$ cat src/rtl/uart_pkg.sv
// ----------------------------------------------------------------------------
// uart_pkg
//
// Definitions shared by the UART core and its receive-side helpers.
//   BYTE_WIDTH   : default UART character width, shared with the UART core
//   pack_state_e : FILL/FULL state encoding of uart_word_packer
//   clog2()      : constant function used to size counters at elaboration
// ----------------------------------------------------------------------------
package uart_pkg;

    localparam int unsigned BYTE_WIDTH = 8;

    // FILL: collecting bytes; FULL: a complete word is offered downstream.
    typedef enum logic {
        PACK_FILL = 1'b0,
        PACK_FULL = 1'b1
    } pack_state_e;

    // Ceiling of log2(value); clog2(1) = 0, clog2(8) = 3, clog2(17) = 5.
    function automatic int unsigned clog2(input int unsigned value);
        int unsigned result;
        result = 0;
        for (int unsigned i = 0; i < 32; i++) begin
            if ((64'd1 << i) < 64'(value)) begin
                result = i + 1;
            end
        end
        return result;
    endfunction

endpackage

$ cat src/rtl/uart_idle_timer.sv
// ----------------------------------------------------------------------------
// uart_idle_timer
//
// Counts idle cycles and signals when a partially assembled word has waited
// too long. Built only when UART_PACK_TIMEOUT_EN is defined.
//
// Ports:
//   Clock   in   system clock
//   Reset   in   asynchronous active-low reset
//   Clear   in   restart the idle count (a byte was accepted)
//   Run     in   count this cycle (partial word pending)
//   Expired out  one-cycle pulse on the TimeoutCycles-th consecutive idle cycle
// ----------------------------------------------------------------------------
module uart_idle_timer
    import uart_pkg::*;
#(
    parameter int unsigned TimeoutCycles = 2000000
) (
    input  logic Clock,
    input  logic Reset,
    input  logic Clear,
    input  logic Run,
    output logic Expired
);

    localparam int unsigned IdleW    = clog2(TimeoutCycles + 1);
    localparam logic [IdleW-1:0] LastIdle = IdleW'(TimeoutCycles - 1);

    logic [IdleW-1:0] idle_q;
    logic [IdleW-1:0] idle_d;
    logic             expired;

    // idle_q holds the number of idle cycles already completed, so the
    // cycle in which it equals TimeoutCycles-1 is the TimeoutCycles-th one.
    // A simultaneous Clear (accepted byte) suppresses the expiry.
    always_comb begin
        expired = Run && !Clear && (idle_q == LastIdle);
        idle_d  = idle_q;
        if (Clear || expired) begin
            idle_d = '0;
        end else if (Run) begin
            idle_d = idle_q + IdleW'(1);
        end
    end

    always_ff @(posedge Clock or negedge Reset) begin
        if (!Reset) begin
            idle_q <= '0;
        end else begin
            idle_q <= idle_d;
        end
    end

    assign Expired = expired;

endmodule

$ cat src/rtl/uart_word_packer.sv
// ----------------------------------------------------------------------------
// uart_word_packer
//
// Collects consecutive UART bytes into one WordWidth-bit word, little-endian
// (first byte in the least-significant slot), and offers the word on a
// valid/ready handshake.
//
// Build option: UART_PACK_TIMEOUT_EN -- when defined, a partial word that sits
// idle for TimeoutCycles cycles is discarded and Dropped pulses once. When
// undefined, no timer is built and Dropped is tied low.
//
// Ports:
//   Clock    in   system clock
//   Reset    in   asynchronous active-low reset
//   InData   in   byte from the UART receiver
//   InValid  in   InData valid
//   InReady  out  byte accepted this cycle when InValid is also high
//   OutData  out  assembled word (registered)
//   OutValid out  OutData holds a complete word (registered)
//   OutReady in   consumer takes OutData this cycle
//   Dropped  out  one-cycle pulse when a partial word is discarded
// ----------------------------------------------------------------------------
module uart_word_packer
    import uart_pkg::*;
#(
    parameter int unsigned ByteWidth     = BYTE_WIDTH,
    parameter int unsigned WordWidth     = 64,
    parameter int unsigned TimeoutCycles = 2000000
) (
    input  logic                 Clock,
    input  logic                 Reset,
    input  logic [ByteWidth-1:0] InData,
    input  logic                 InValid,
    output logic                 InReady,
    output logic [WordWidth-1:0] OutData,
    output logic                 OutValid,
    input  logic                 OutReady,
    output logic                 Dropped
);

    localparam int unsigned Slots  = WordWidth / ByteWidth;
    localparam int unsigned CountW = clog2(Slots);
    localparam logic [CountW-1:0] LastSlot = CountW'(Slots - 1);

    pack_state_e          state_q;
    pack_state_e          state_d;
    logic [CountW-1:0]    count_q;
    logic [CountW-1:0]    count_d;
    logic [WordWidth-1:0] word_q;
    logic [WordWidth-1:0] word_d;
    logic [31:0]          slot_base;
    logic                 accept;
    logic                 last_byte;
    logic                 timeout;

    assign accept    = InValid && InReady;
    assign last_byte = (count_q == LastSlot);

    // ------------------------------------------------------------------
    // FSM: state register
    // ------------------------------------------------------------------
    always_ff @(posedge Clock or negedge Reset) begin
        if (!Reset) begin
            state_q <= PACK_FILL;
        end else begin
            state_q <= state_d;
        end
    end

    // ------------------------------------------------------------------
    // FSM: next state
    // Leaving FULL only needs OutReady: if a byte arrives in the same
    // cycle it is the first byte of the next word and we are in FILL again.
    // ------------------------------------------------------------------
    always_comb begin
        state_d = state_q;
        case (state_q)
            PACK_FILL: begin
                if (accept && last_byte) begin
                    state_d = PACK_FULL;
                end
            end
            PACK_FULL: begin
                if (OutReady) begin
                    state_d = PACK_FILL;
                end
            end
            default: state_d = PACK_FILL;
        endcase
    end

    // ------------------------------------------------------------------
    // FSM: outputs
    // In FULL a new byte may only enter while the held word leaves, so
    // InReady follows OutReady there.
    // ------------------------------------------------------------------
    always_comb begin
        InReady  = 1'b1;
        OutValid = 1'b0;
        case (state_q)
            PACK_FULL: begin
                InReady  = OutReady;
                OutValid = 1'b1;
            end
            default: ;
        endcase
    end

    // ------------------------------------------------------------------
    // Word register and byte counter
    // Count is 0 whenever the state is FULL, so a byte accepted during
    // delivery lands in slot 0. The delivered word was sampled by the
    // consumer before this edge, so overwriting slot 0 cannot corrupt it.
    // Slots are not cleared between words; each one is rewritten before
    // the next FULL.
    // ------------------------------------------------------------------
    always_comb begin
        slot_base = 32'(count_q) * ByteWidth;
        count_d   = count_q;
        word_d    = word_q;
        if (accept) begin
            word_d[slot_base +: ByteWidth] = InData;
            count_d = last_byte ? '0 : count_q + CountW'(1);
        end else if (timeout) begin
            count_d = '0;
        end
    end

    always_ff @(posedge Clock or negedge Reset) begin
        if (!Reset) begin
            count_q <= '0;
            word_q  <= '0;
        end else begin
            count_q <= count_d;
            word_q  <= word_d;
        end
    end

    assign OutData = word_q;

`ifdef UART_PACK_TIMEOUT_EN
    uart_idle_timer #(
        .TimeoutCycles (TimeoutCycles)
    ) u_idle_timer (
        .Clock   (Clock),
        .Reset   (Reset),
        .Clear   (accept),
        .Run     ((state_q == PACK_FILL) && (count_q != '0)),
        .Expired (timeout)
    );

    assign Dropped = timeout;
`else
    // Without the timer a partial word waits indefinitely; TimeoutCycles
    // has no effect in this build.
    logic timeout_param_unused;
    assign timeout_param_unused = (TimeoutCycles != 0);
    assign timeout = 1'b0;
    assign Dropped = 1'b0;
`endif

endmodule

$ cat config.mk
export PLATFORM = sky130hd
export DESIGN_NAME = uart_word_packer
export DESIGN_NICKNAME = d
export VERILOG_FILES = /design/src/rtl/uart_pkg.sv /design/src/rtl/uart_idle_timer.sv /design/src/rtl/uart_word_packer.sv
export SDC_FILE = /design/constraint.sdc
export NUM_CORES = 1
export LEC_CHECK = 0
export CORE_AREA = 2 2 86 109
export CTS_BUF_LIST = sky130_fd_sc_hd__clkbuf_16
export DETAILED_ROUTE_END_ITERATION = 7
export DIE_AREA = 0 0 88 111
export HOLD_SLACK_MARGIN = 0.03
export SLEW_MARGIN = 30
export SYNTH_ARGS = -nofsm -noshare
export SYNTH_HDL_FRONTEND = slang
export SYNTH_SLANG_ARGS = --single-unit
$ cat constraint.sdc
create_clock -name Clock -period 2.1 [get_ports Clock]
set_input_delay 0.63 -clock Clock [delete_from_list [all_inputs] [get_ports Clock]]
set_output_delay 0.63 -clock Clock [all_outputs]
set_load 0.005 [all_outputs]
==> out/results.md <==
| Parameter | Value |
|---|---|
| Number of I/O port buffers | 77 |
| Synthesized netlist net count | 232 |
| Layout Skew | 4.068 ps |
| Wire length of the first global-routing pass | 10650 µm |
| Skew-Pair Late Insertion Delay | 330 ps |
| IR Drop Worst-Case VDD | 0.0005684 V |
| Number of hold violations in the final report | 0 |
| Via count | 1958 |
| YS warnings | 0 |
| Compound-Gate Fraction of Synth Area | 0.01827 |
| I/O Pins | 79 |
| Area of the placeable core | 8832 µm² |
| TritonCTS clock tree | yes |
| Post-synthesis async set-or-reset flop share | 1.000 |
| Vias in the first global route | 2007 |
| Sort of element at the start of the critical path | input pin |
| Sequential cell area in the final layout | 1702 µm² |
| Main flop type after synthesis | sky130_fd_sc_hd__dfrtp_1 |
| Path type of the worst min-delay path | input pin to asynchronous set/reset pin |
| Total gr overflow | 0 |
| Width of the die | 88 µm |
| Number of antenna violations at the first check in global routing | 0 |
| Cell count after synthesis | 215 |
| Number of flip-flops and latches in the synthesized netlist | 68 |
| First-pass iteration count of the detailed router | 4 |
| Distinct cell type count of the synthesized netlist | 32 |
| Path depth of the worst reg2reg path | 8 |
| Result of the run | finished, final reports clean |
| Share of layout cells above drive strength 1 | 0.3376 |
| Post-synthesis mux area share | 0.2330 |
| Crit path time final | 2048 ps |
| Worst path bufs/invs | 2 |
| Cell type of the slowest stage on the worst timing path | sky130_fd_sc_hd__clkdlybuf4s50_1 |
| All-layer global routing usage | 0.1458 |
| Cells taking the most area after synthesis | sky130_fd_sc_hd__dfrtp_1 56%, sky130_fd_sc_hd__mux2_2 15%, sky130_fd_sc_hd__mux2_4 8.0% |
| Highest clock frequency the design can meet | 0.4883 GHz |
| Worst flop-to-flop path endpoint | OutData[31] |
| Area of the multi-input gates | 1259 µm² |
| Final std cell area, no fill | 4352 µm² |
| Crit-path max cell delay | 460 ps |
| Final setup violation count | 0 |
| Total CTS buffers | 9 |
| Total power consumption of the routed design | 6239 µW |
| Max Fanout on Critical Path | 2 |
| NumNets Final | 326 |
| Routed wire per std cell | 14.86 µm |
| Worst R2R Setup Slack | 90 ps |
| Cell taking the most area after synthesis | sky130_fd_sc_hd__dfrtp_1 |
| Setup crit end kind | output port |
| Maximum buffer depth of the clock tree | 2 |
| Arrival time reported for the critical path endpoint | 1420 ps |
| Residual DRC | 0 |
| Effective utilization at floorplan | 0.3411 |
| Cells along the critical path | clkdlybuf4s50_1 > nand2b_4 > clkdlybuf4s15_1 |
| Main combinational cell family by area after synthesis | multiplexers |
| Commonest non-fill, non-tap cell in the layout | sky130_fd_sc_hd__clkdlybuf4s50_1 |
| Final weighted congestion in routability-driven placement | 0.8101 |
| Area share of fa/ha/maj cells after synthesis | 0.02076 |
| CTS sink count | 68 |
| Fraction of post-synthesis cell area in the top cell type by area | 0.5648 |
| Post-DR vias/cell | 4.481 |
| Sum of routed wire length over all layers | 6496 µm |
| R2r startpoint | count_q[1] |
| Row Count | 39 |
| Number of DRC violations after detailed-routing iteration 0 | 54 |
| Max-slew violation total from the final report | 0 |
| Synth Area in Simple Gates | 0.1362 |
| Post-CTS Hold Buffers | 0 |
| CTS root buffer | sky130_fd_sc_hd__clkbuf_16 |
| Leak pwr | 0.001976 µW |
| P&R area growth vs syn | 44.44% |
| Post-route setup TNS | 0 ps |
| Post-synthesis instance area | 3013 µm² |
| Count of inserted antenna diode cells | 0 |
| Detailed Place HPWL | 4699 µm |
| Sequential fraction of the synthesis area | 0.5648 |
| Die area | 9768 µm² |
| Chip height | 111 µm |
| Setup repair after global routing missed its margin | false |
| Xor and xnor fraction of the mapped netlist area | 0 |
| Largest net degree at the start of global routing | 69 |
| Average cell area after synthesis | 14.01 µm² |
| Top library cells by usage in the layout, fill and taps aside | 75 x sky130_fd_sc_hd__clkdlybuf4s50_1, 68 x sky130_fd_sc_hd__dfrtp_1, 40 x sky130_fd_sc_hd__mux2_2 |
| Register clock-pin slew on the reported worst setup and hold paths | 60 ps |
| Power Density | 1434 nW/µm² |
| Portion of the clock cycle consumed by the worst path in the final layout | 0.9753 |
| Residual antenna-violating net count after detailed routing | 0 |
| Number of synthesized flops with an enable pin | 0 |
| Family of cells with the greatest summed delay on the critical path | buffers and inverters |
| WP data required | 1470 ps |
| Crit Path Class | input pin to output port |
| Area after detailed placement | 4023 µm² |
| Number of filler instances in the final layout | 790 |
| Number of max-cap violations | 0 |
| H-Tree Depth | 3 |
state kept, by name (all words and copies together) (netlist names):
name     flops
state_q      1
OutData     64
count_q      3
per-layer routing:
layer  global-route usage  part of all wire
met1               0.1979              0.45
met2               0.2126              0.48
met3              0.03797             0.046
met4              0.07385             0.023
met5                    0                 0
final cells by class:
| cell class | instances | area share |
|---|---|---|
| clock buffer | 9 | 0.05175 |
| clock inverter | 7 | 0.01553 |
| inverter | 3 | 0.002588 |
| multi-input combinational | 136 | 0.2892 |
| sequential | 68 | 0.3910 |
| tap | 123 | 0.03537 |
| timing repair buffer | 91 | 0.2145 |
power breakdown:
group | leakage [µW] | internal (µW) | switching (µW) | total (µW)
Combinational | 0.000937 | 1710 | 953 | 2660
Clock | 0.000139 | 911 | 562 | 1470
Sequential | 0.000901 | 1820 | 284 | 2110
Total | 0.00198 | 4440 | 1800 | 6240
cell usage after synthesis, types with 2 or more instances:
| cell | n |
|---|---|
| sky130_fd_sc_hd__dfrtp_1 | 68 |
| sky130_fd_sc_hd__mux2_2 | 41 |
| sky130_fd_sc_hd__nand2_1 | 18 |
| sky130_fd_sc_hd__mux2_4 | 16 |
| sky130_fd_sc_hd__and2_1 | 11 |
| sky130_fd_sc_hd__o21ai_0 | 8 |
| sky130_fd_sc_hd__nor2b_1 | 7 |
| sky130_fd_sc_hd__and2_2 | 5 |
| sky130_fd_sc_hd__ha_1 | 5 |
| sky130_fd_sc_hd__buf_6 | 4 |
| sky130_fd_sc_hd__nor2_1 | 4 |
| sky130_fd_sc_hd__inv_1 | 3 |
| sky130_fd_sc_hd__o21ai_1 | 3 |
| sky130_fd_sc_hd__and2b_1 | 2 |
| sky130_fd_sc_hd__and4b_1 | 2 |
| sky130_fd_sc_hd__nand4_2 | 2 |
cell families after synthesis:
| logic type | Yosys count |
|---|---|
| flip-flops | 68 |
| AND/OR/NAND/NOR | 62 |
| multiplexers | 57 |
| AO/OA/AOI/OAI | 11 |
| buffers and inverters | 11 |
| adder cells (fa/ha/maj) | 5 |
| other | 1 |
through the flow:
| stage | hold slack [ps] | utilization | setup slack, ps | instances |
|---|---|---|---|---|
| floorplan | 334.4 | - | 18.65 | 215 |
| global placement | 465.2 | 0.4554 | -237.9 | 419 |
| detailed placement | 479.7 | 0.4554 | -257.8 | 419 |
| CTS | 332.0 | 0.4885 | 9.922 | 435 |
| global route | 342.0 | 0.4927 | 5.757 | 437 |
| finish | 315.6 | 0.4927 | 51.94 | 437 |
worst max-delay path by stage:
stage               startpoint           to  slack (ps)  depth (start not counted)
global route        count_q[1]  OutData[24]           6                          8
floorplan           count_q[0]  OutData[24]          20                          7
CTS                   OutReady      InReady          10                          3
detailed placement    OutReady      InReady        -260                          3
global placement      OutReady      InReady        -240                          3
finish                OutReady      InReady          50                          3
what timing repair did:
| action | in CTS | in global routing |
|---|---|---|
| buffers inserted | 0 | 2 |
| pin swaps | 0 | 2 |
| setup endpoints to repair | 1 | 34 |
| endpoints found under the hold margin | 0 | 0 |
| gates resized for setup | 1 | 5 |
(Power assumes the default switching activity.)
